--- src/rtl/enc_pkg.sv ---
// Shared types and widths for the sequential 8-to-3 encoder and its helpers.
package enc_pkg;

  localparam int VEC_W  = 8;
  localparam int CODE_W = 3;

  // IDLE: no vector held. EMIT: pending holds the set bits still to be emitted.
  typedef enum logic {
    IDLE = 1'b0,
    EMIT = 1'b1
  } state_t;

endpackage

--- src/rtl/prio_enc8.sv ---
// Combinational 8-bit priority encoder with selectable direction.
// idx is the lowest set bit when lsb_first=1, else the highest.
// found flags a non-zero vector; single flags exactly one bit set.
module prio_enc8
  import enc_pkg::*;
(
  input  logic [VEC_W-1:0]  vec,
  input  logic              lsb_first,
  output logic [CODE_W-1:0] idx,
  output logic              found,
  output logic              single
);

  // Scan order is chosen so the last match seen is the winning bit.
  always_comb begin
    idx = '0;
    if (lsb_first) begin
      for (int k = VEC_W - 1; k >= 0; k--) begin
        if (vec[k]) idx = CODE_W'(k);
      end
    end else begin
      for (int k = 0; k < VEC_W; k++) begin
        if (vec[k]) idx = CODE_W'(k);
      end
    end
  end

  // Clearing the lowest set bit leaves zero only when one bit was set.
  always_comb begin
    found  = |vec;
    single = found && ((vec & (vec - VEC_W'(1))) == '0);
  end

endmodule

--- src/rtl/enc8x3_seq.sv ---
// Sequential 8-to-3 encoder: accepts a request vector and emits the index of
// each set bit, one code per beat, in priority order.
//
// Handshakes: a transfer happens on a rising clk edge where valid and ready
// are both high. in_ready depends only on registered state and en; out_valid,
// out_code and out_last depend only on registered state, so once out_valid is
// raised the beat is held unchanged until out_ready takes it.
module enc8x3_seq
  import enc_pkg::*;
#(
  parameter int LSB_FIRST = 1
) (
  input  logic              clk,
  input  logic              rst,
  input  logic              en,
  input  logic              in_valid,
  output logic              in_ready,
  input  logic [VEC_W-1:0]  in_vec,
  output logic              out_valid,
  input  logic              out_ready,
  output logic [CODE_W-1:0] out_code,
  output logic              out_last,
  output logic              zero_err
);

  state_t             state;
  logic [VEC_W-1:0]   pending;
  logic [CODE_W-1:0]  pe_idx;
  logic               pe_found;
  logic               pe_single;
  logic [VEC_W-1:0]   clr_mask;
  logic               emit_active;

  prio_enc8 u_prio (
    .vec       (pending),
    .lsb_first (LSB_FIRST != 0),
    .idx       (pe_idx),
    .found     (pe_found),
    .single    (pe_single)
  );

  // Outputs come only from state and pending; code is forced to 0 when idle.
  always_comb begin
    emit_active = (state == EMIT) && pe_found;
    in_ready    = (state == IDLE) && en;
    out_valid   = emit_active;
    out_code    = emit_active ? pe_idx : '0;
    out_last    = emit_active && pe_single;
    clr_mask    = VEC_W'(1) << pe_idx;
  end

  // FSM, pending register and the one-cycle zero-vector pulse.
  always_ff @(posedge clk or posedge rst) begin
    if (rst) begin
      state    <= IDLE;
      pending  <= '0;
      zero_err <= 1'b0;
    end else begin
      zero_err <= 1'b0;
      case (state)
        IDLE: begin
          if (in_valid && in_ready) begin
            if (in_vec != '0) begin
              pending <= in_vec;
              state   <= EMIT;
            end else begin
              zero_err <= 1'b1;
            end
          end
        end
        EMIT: begin
          if (out_valid && out_ready) begin
            pending <= pending & ~clr_mask;
            if (pe_single) state <= IDLE;
          end
        end
        default: begin
          state   <= IDLE;
          pending <= '0;
        end
      endcase
    end
  end

endmodule

--- config.mk ---
export PLATFORM = sky130hd
export DESIGN_NAME = enc8x3_seq
export DESIGN_NICKNAME = d
export VERILOG_FILES = /design/src/rtl/enc_pkg.sv /design/src/rtl/prio_enc8.sv /design/src/rtl/enc8x3_seq.sv
export SDC_FILE = /design/constraint.sdc
export NUM_CORES = 1
export LEC_CHECK = 0
export CAP_MARGIN = 20
export CORE_UTILIZATION = 50
export CTS_BUF_LIST = sky130_fd_sc_hd__clkbuf_4 sky130_fd_sc_hd__clkbuf_8 sky130_fd_sc_hd__clkbuf_16
export DETAILED_ROUTE_END_ITERATION = 12
export MAX_ROUTING_LAYER = met4
export PLACE_DENSITY_LB_ADDON = 0.3
export SLEW_MARGIN = 20
export SYNTH_ARGS = -nofsm -noshare
export SYNTH_HDL_FRONTEND = slang
export SYNTH_HIERARCHICAL = 1
export SYNTH_SLANG_ARGS = --single-unit
export TNS_END_PERCENT = 1
--- constraint.sdc ---
create_clock -name clk -period 2.7 [get_ports clk]
set_input_delay 0.675 -clock clk [delete_from_list [all_inputs] [get_ports clk]]
set_output_delay 0.675 -clock clk [all_outputs]
set_load 0.02 [all_outputs]
==> flow_summary.toml, run 1 <==
[place]
gp_congestion = 0.895
portBuffers = 19
place_hpwl_mm = 1.98
placed_cell_area_sq_um = 1250

[route]
drtIter0Drc = 34
via_count = 969
ant_nets = 0
drc = 0
via_per_inst = 5.73
wl_per_cell_um = 15.4
wl_met2_mm = 1.29
highest_layer = "met4"
routed_wl_mm = 2.61
wl_met3_um = 121
met1Wirelength_mm = 1.18
dr.pass1.iters = 4

[floorplanning]
rows = 15
start_util = 0.544
io_pins = 20
chipWidth_um = 45.8
die-height_um = 45.8
die-area_sq_um = 2100
core_sq_um = 1760

[logic_synthesis]
synth_edf_count = 0
yosysWarningCount = 6
syn_avg_cell_area_sq_um = 8.89
synthArstFlopShare = 1.00
yosys_register_bits = 10
syn_area_sq_um = 960
seq_area_frac_synth = 0.261
synthCells = 108
synth_ff_type = "dfrtp_1"
synthDistinctLibCells = 44

[status]
status = "finished clean"

[layout]
fin_util = 0.730
seq_area_sq_um = 250
num-nets-final = 159
fin_area_sq_um = 1290
syn_to_final_growth_pct = 34.2
mostFrequentLayoutCells = "buf_4 (15), clkdlybuf4s50_1 (14), nor2_1 (13), dfrtp_1 (10)"
mostFrequentLayoutCell = "buf_4"
nFillCells = 150
multi_input_area_sq_um = 676
antenna_cells = 0
drive_above_1_share = 0.250

[critical_path]
critPathMaxFanout = 7
crit_buf_inv = 2
slowest_stage = "dfrtp_1"
worstSetupEndpointType = "primary output"
crit_family = "simple AND/OR/NAND/NOR gates"
cp.required_ns = 2.03
crit_chain = "buf_4, nor4_2, nand2_1, and3_2, dlygate4sd2_1"
worstSetupStartpointType = "flip-flop"
criticalPathCategory = "reg -> out"
critPathMaxStageDelay_ns = 0.46
cp.arrival_ns = 1.96

[clock_tree]
root_buffer = "clkbuf_4"
tritoncts = "built"
clk_latency_ns = 0.26
cts_made_buffers = 3
clk_pin_slew_worst_paths_ns = 0.06
cts.path.max_buffers = 2
h-tree-depth = 1
numClockSinks = 10

[flow_run]
cap_viol_max_count = 0

[grt]
grt_pass1_wl_mm = 3.78
antenna_found_initial = 0
grt_pass1_vias = 836
grt_max_degree = 14
grt_overflow = 0
grt_usage = 0.267

[pwr]
p_per_area_nw_per_um2 = 951
ir_drop_mv = 0.638
p_leak_nw = 0.550

[timing]
finClkSkew_ns = 0.00421
period_needed_ns = 2.64
final.setup.tns_ns = 0
fin_crit_sh = 0.977
fmaxAchievable_mhz = 379
slew_viol_final = 0
rsz0062_at_grt = "false"
setup_viol = 0
final_hold_viol_count = 0

[hold_path]
hp-class = "in -> async"
-- final timing paths --
check	from	end	slack, ns	cells after the start
max	pending[4]	out_code[1]	0.06	5
min	rst	zero_err	0.68	2
max reg2reg	pending[2]	pending[1]	0.50	9
min reg2reg	pending[7]	pending[7]	0.69	2
max in group asynchronous	rst	pending[1]	1.75	2
min in group clk	pending[7]	pending[7]	0.69	2
-- metrics by stage --
stage / total power (W) / setup slack (ns) / std cells / hold WS, ns
after detailed placement: 0.00112 / -0.0602 / 165 / 0.674
after CTS: 0.00121 / -0.0663 / 168 / 0.683
after global routing: 0.00130 / 0.00190 / 169 / 0.697
after global placement: 0.00109 / -0.0348 / 165 / 0.646
after floorplan: 0.000805 / 0.439 / 112 / 0.515
final: 0.00122 / 0.0612 / 169 / 0.682
-- flip-flops by register name, indices dropped and copies added, names as in the netlist --
name / cells
state: 1
zero_err: 1
pending: 8
-- cells in the mapped netlist (2+ instances only) --
library cell | count | area [sq um]
nor2_1 | 14 | 52.6
dfrtp_1 | 10 | 250
a32oi_1 | 7 | 61.3
nor2b_1 | 7 | 43.8
a31oi_1 | 6 | 37.5
a21oi_1 | 5 | 25.0
and3_1 | 4 | 25.0
inv_1 | 4 | 15.0
nand2_1 | 4 | 15.0
buf_6 | 3 | 33.8
nand3_1 | 3 | 15.0
nand3b_1 | 3 | 22.5
nor4_4 | 3 | 63.8
a21o_1 | 2 | 15.0
nand2b_1 | 2 | 12.5
nor3_1 | 2 | 10.0
or3b_1 | 2 | 17.5
-- timing repair --
action / in CTS / in global routing
pin swaps: 0 / 2
gates resized for setup: 7 / 6
setup buffers: 0 / 1
endpoints found under the setup margin: 5 / 3
hold buffers: 0 / 0
-- worst register-to-register path, delay by kind of cell (launching register included) --
kind / cells / cell delay [ns]
compound gates: 5 / 0.86
flops: 1 / 0.41
buf+inv: 2 / 0.38
simple gates: 2 / 0.42
-- area by class of cell --
cell class | count | share of cell area
Inverter | 5 | 0.0146
Timing Repair Buffer | 34 | 0.224
Tap cell | 25 | 0.0243
Clock buffer | 3 | 0.0175
Sequential cell | 10 | 0.194
Multi-Input combinational cell | 92 | 0.525
-- report_power, final --
part / internal [W] / switching (W)
Clock: 0.0000512 / 0.0000449
Combinational: 0.000380 / 0.000430
Sequential: 0.000216 / 0.000103
Total: 0.000647 / 0.000578
-- kinds of logic (layout without fill, tap and decap cells) --
| logic type | after synthesis | after routing | share of synthesized area |
|---|---|---|---|
| DFF | 10 | 10 | 0.261 |
| and+or+nand+nor | 52 | 52 | 0.379 |
| AOI/OAI and AO/OA | 32 | 32 | 0.258 |
| buffers and inverters | 10 | 42 | 0.0678 |
| xor gates and xnor gates | 1 | 1 | 0.00913 |
| muxes | 1 | 1 | 0.0104 |
| adders and majority gates | 1 | 1 | 0.0104 |
| other | 1 | 5 | 0.00391 |
-- routing by layer --
metal  GRT usage  up-vias
met1       0.337      455
met3      0.0476        2
li1            -      477
met4      0.0529        0
met5           -        -
met2       0.446       35
No activity file was read; power rests on OpenSTA's default activity.
==> run 2: changes to the inputs <==
- CTS_BUF_LIST: sky130_fd_sc_hd__clkbuf_4 sky130_fd_sc_hd__clkbuf_8 sky130_fd_sc_hd__clkbuf_16 -> sky130_fd_sc_hd__clkbuf_2
==> run 2 against run 1 <==
Effect of this change: clock skew up 0.0026 ns; cell count did not move; non-clock buffer count unchanged; cell area shrank 0.58%; combinational power is essentially flat; critical path depth did not move; via count is 3.1% higher; core utilization fell by 0.43 points; routed wire length is 0.42% higher; critical endpoint unchanged; clock-buffer cell count unchanged.
==> flow_summary.toml, run 2 (synthesis results as in run 1) <==
[place]
dpl_worst_slack_ns = -0.0602
gp_congestion = 0.895
portBuffers = 19
place_hpwl_mm = 1.98

[critical_path]
r2r-end = "pending[1]"
cp.required_ns = 2.03
critPathMaxFanout = 7
crit_start = "pending[4]"
reg2reg_from = "pending[2]"
cp.arrival_ns = 1.97
slowest_stage = "dfrtp_1"
reg2reg_depth = 9
worstSetupStartpointType = "flip-flop"
criticalPathCategory = "reg -> out"
worstSetupEndpointType = "primary output"
crit_chain = "buf_4, nor4_2, nand2_1, and3_2, dlygate4sd2_1"
crit_buf_inv = 2
crit_family = "simple AND/OR/NAND/NOR gates"
reg2reg_slack_ns = 0.51
critPathMaxStageDelay_ns = 0.46
cp-endpoint = "out_code[1]"
crit_cells = 5

[route]
wl_per_cell_um = 15.5
dr.pass1.iters = 4
via_count = 999
drtIter0Drc = 41
met1Wirelength_mm = 1.15
wl_met2_mm = 1.29
wl_met3_um = 139
routed_wl_mm = 2.62
drc = 0
ant_nets = 0
via_per_inst = 5.91
highest_layer = "met4"

[timing]
period_needed_ns = 2.64
finClkSkew_ns = 0.00678
rsz0062_at_grt = "true"
setup_ws_ns = 0.0574
slew_viol_final = 0
fmaxAchievable_mhz = 378
final_hold_viol_count = 0
fin_crit_sh = 0.979
setup_viol = 0
holdWs_ns = 0.671

[clock_tree]
clk_latency_ns = 0.26
clk_pin_slew_worst_paths_ns = 0.09
cts_hold_buf = 0
root_buffer = "clkbuf_2"
tritoncts = "built"
numClockSinks = 10
cts_made_buffers = 3
h-tree-depth = 1
cts.path.max_buffers = 2

[pwr]
p_per_area_nw_per_um2 = 944
ir_drop_mv = 0.618
p_leak_nw = 0.548

[layout]
syn_to_final_growth_pct = 33.4
mostFrequentLayoutCells = "buf_4 (15), clkdlybuf4s50_1 (14), nor2_1 (13), dfrtp_1 (10)"
antenna_cells = 0
largest_reg_flops = 8
num-nets-final = 159
mostFrequentLayoutCell = "buf_4"
drive_above_1_share = 0.250
multi_input_area_sq_um = 676
seq_area_sq_um = 250
regMostFlops = "pending"
largestRegisters = "pending x8, state x1, zero_err x1"
nFillCells = 152

[grt]
grt_usage = 0.269
grt_pass1_vias = 830
grt_pass1_wl_mm = 3.81
antenna_found_initial = 0
grt_max_degree = 14
grt_overflow = 0

[status]
status = "finished clean"

[floorplanning]
die-height_um = 45.8
core_sq_um = 1760
die-area_sq_um = 2100
chipWidth_um = 45.8
rows = 15
io_pins = 20
start_util = 0.544

[hold_path]
hp-class = "in -> async"

[flow_run]
cap_viol_max_count = 0
-- run 2: how the worst min path moves through the flow --
stage	startpoint	to	slack, ns	cells past startpoint
floorplan	rst	pending[0]	0.52	1
global placement	pending[7]	pending[7]	0.65	2
detailed placement	pending[7]	pending[7]	0.67	2
CTS	rst	zero_err	0.69	2
global route	pending[7]	pending[7]	0.70	2
finish	rst	zero_err	0.67	2
-- run 2: repair_timing --
item,CTS,global route
buffers inserted,0,1
pin swaps,0,2
gates resized for setup,7,6
endpoints found under the setup margin,5,3
hold endpoints to repair,0,0
-- run 2: power breakdown --
part | switching, W | leakage (nW) | internal (W)
Clock | 0.0000478 | 0.0125 | 0.0000303
Sequential | 0.000102 | 0.112 | 0.000215
Combinational | 0.000432 | 0.424 | 0.000380
-- run 2: area by class of cell --
| type | instances | share of cell area |
|---|---|---|
| clock buffers | 3 | 0.0117 |
| inverters | 5 | 0.0147 |
| multi-input cells | 92 | 0.528 |
| flip-flops and latches | 10 | 0.196 |
| well taps | 25 | 0.0244 |
| repair buffers | 34 | 0.226 |
-- run 2: worst register-to-register path, stage by stage (launching register included) --
cell     delay [ns]
dfrtp_1        0.42
buf_4          0.18
nor2_1         0.07
o21ai_0        0.09
a21o_1         0.17
a22oi_1        0.26
buf_4          0.20
or3b_1         0.34
a31oi_1        0.20
a32oi_1        0.12
-- run 2: per-stage QoR --
step | utilization | power [W] | setup TNS [ns] | cells | area (sq um)
6_report | 0.726 | 0.00121 | 0 | 169 | 1280
5_1_grt | 0.726 | 0.00127 | -0.00362 | 169 | 1280
4_1_cts | 0.721 | 0.00119 | -0.0688 | 168 | 1270
3_5_place_dp | 0.711 | 0.00112 | -0.0602 | 165 | 1250
3_3_place_gp | 0.711 | 0.00109 | -0.0348 | 165 | 1250
2_1_floorplan | - | 0.000805 | 0 | 112 | 975
-- run 2: layer usage --
| metal | up-vias | track usage |
|---|---|---|
| met4 | 0 | 0.0471 |
| met3 | 8 | 0.0595 |
| li1 | 479 | - |
| met1 | 469 | 0.339 |
| met2 | 43 | 0.446 |
| met5 | - | - |
==> run 3: changes to the inputs <==
- CTS_CLUSTER_DIAMETER: default -> 50
==> results of run 3 <==
Same layout as run 2: the final DEF is identical, and so are final timing and power.
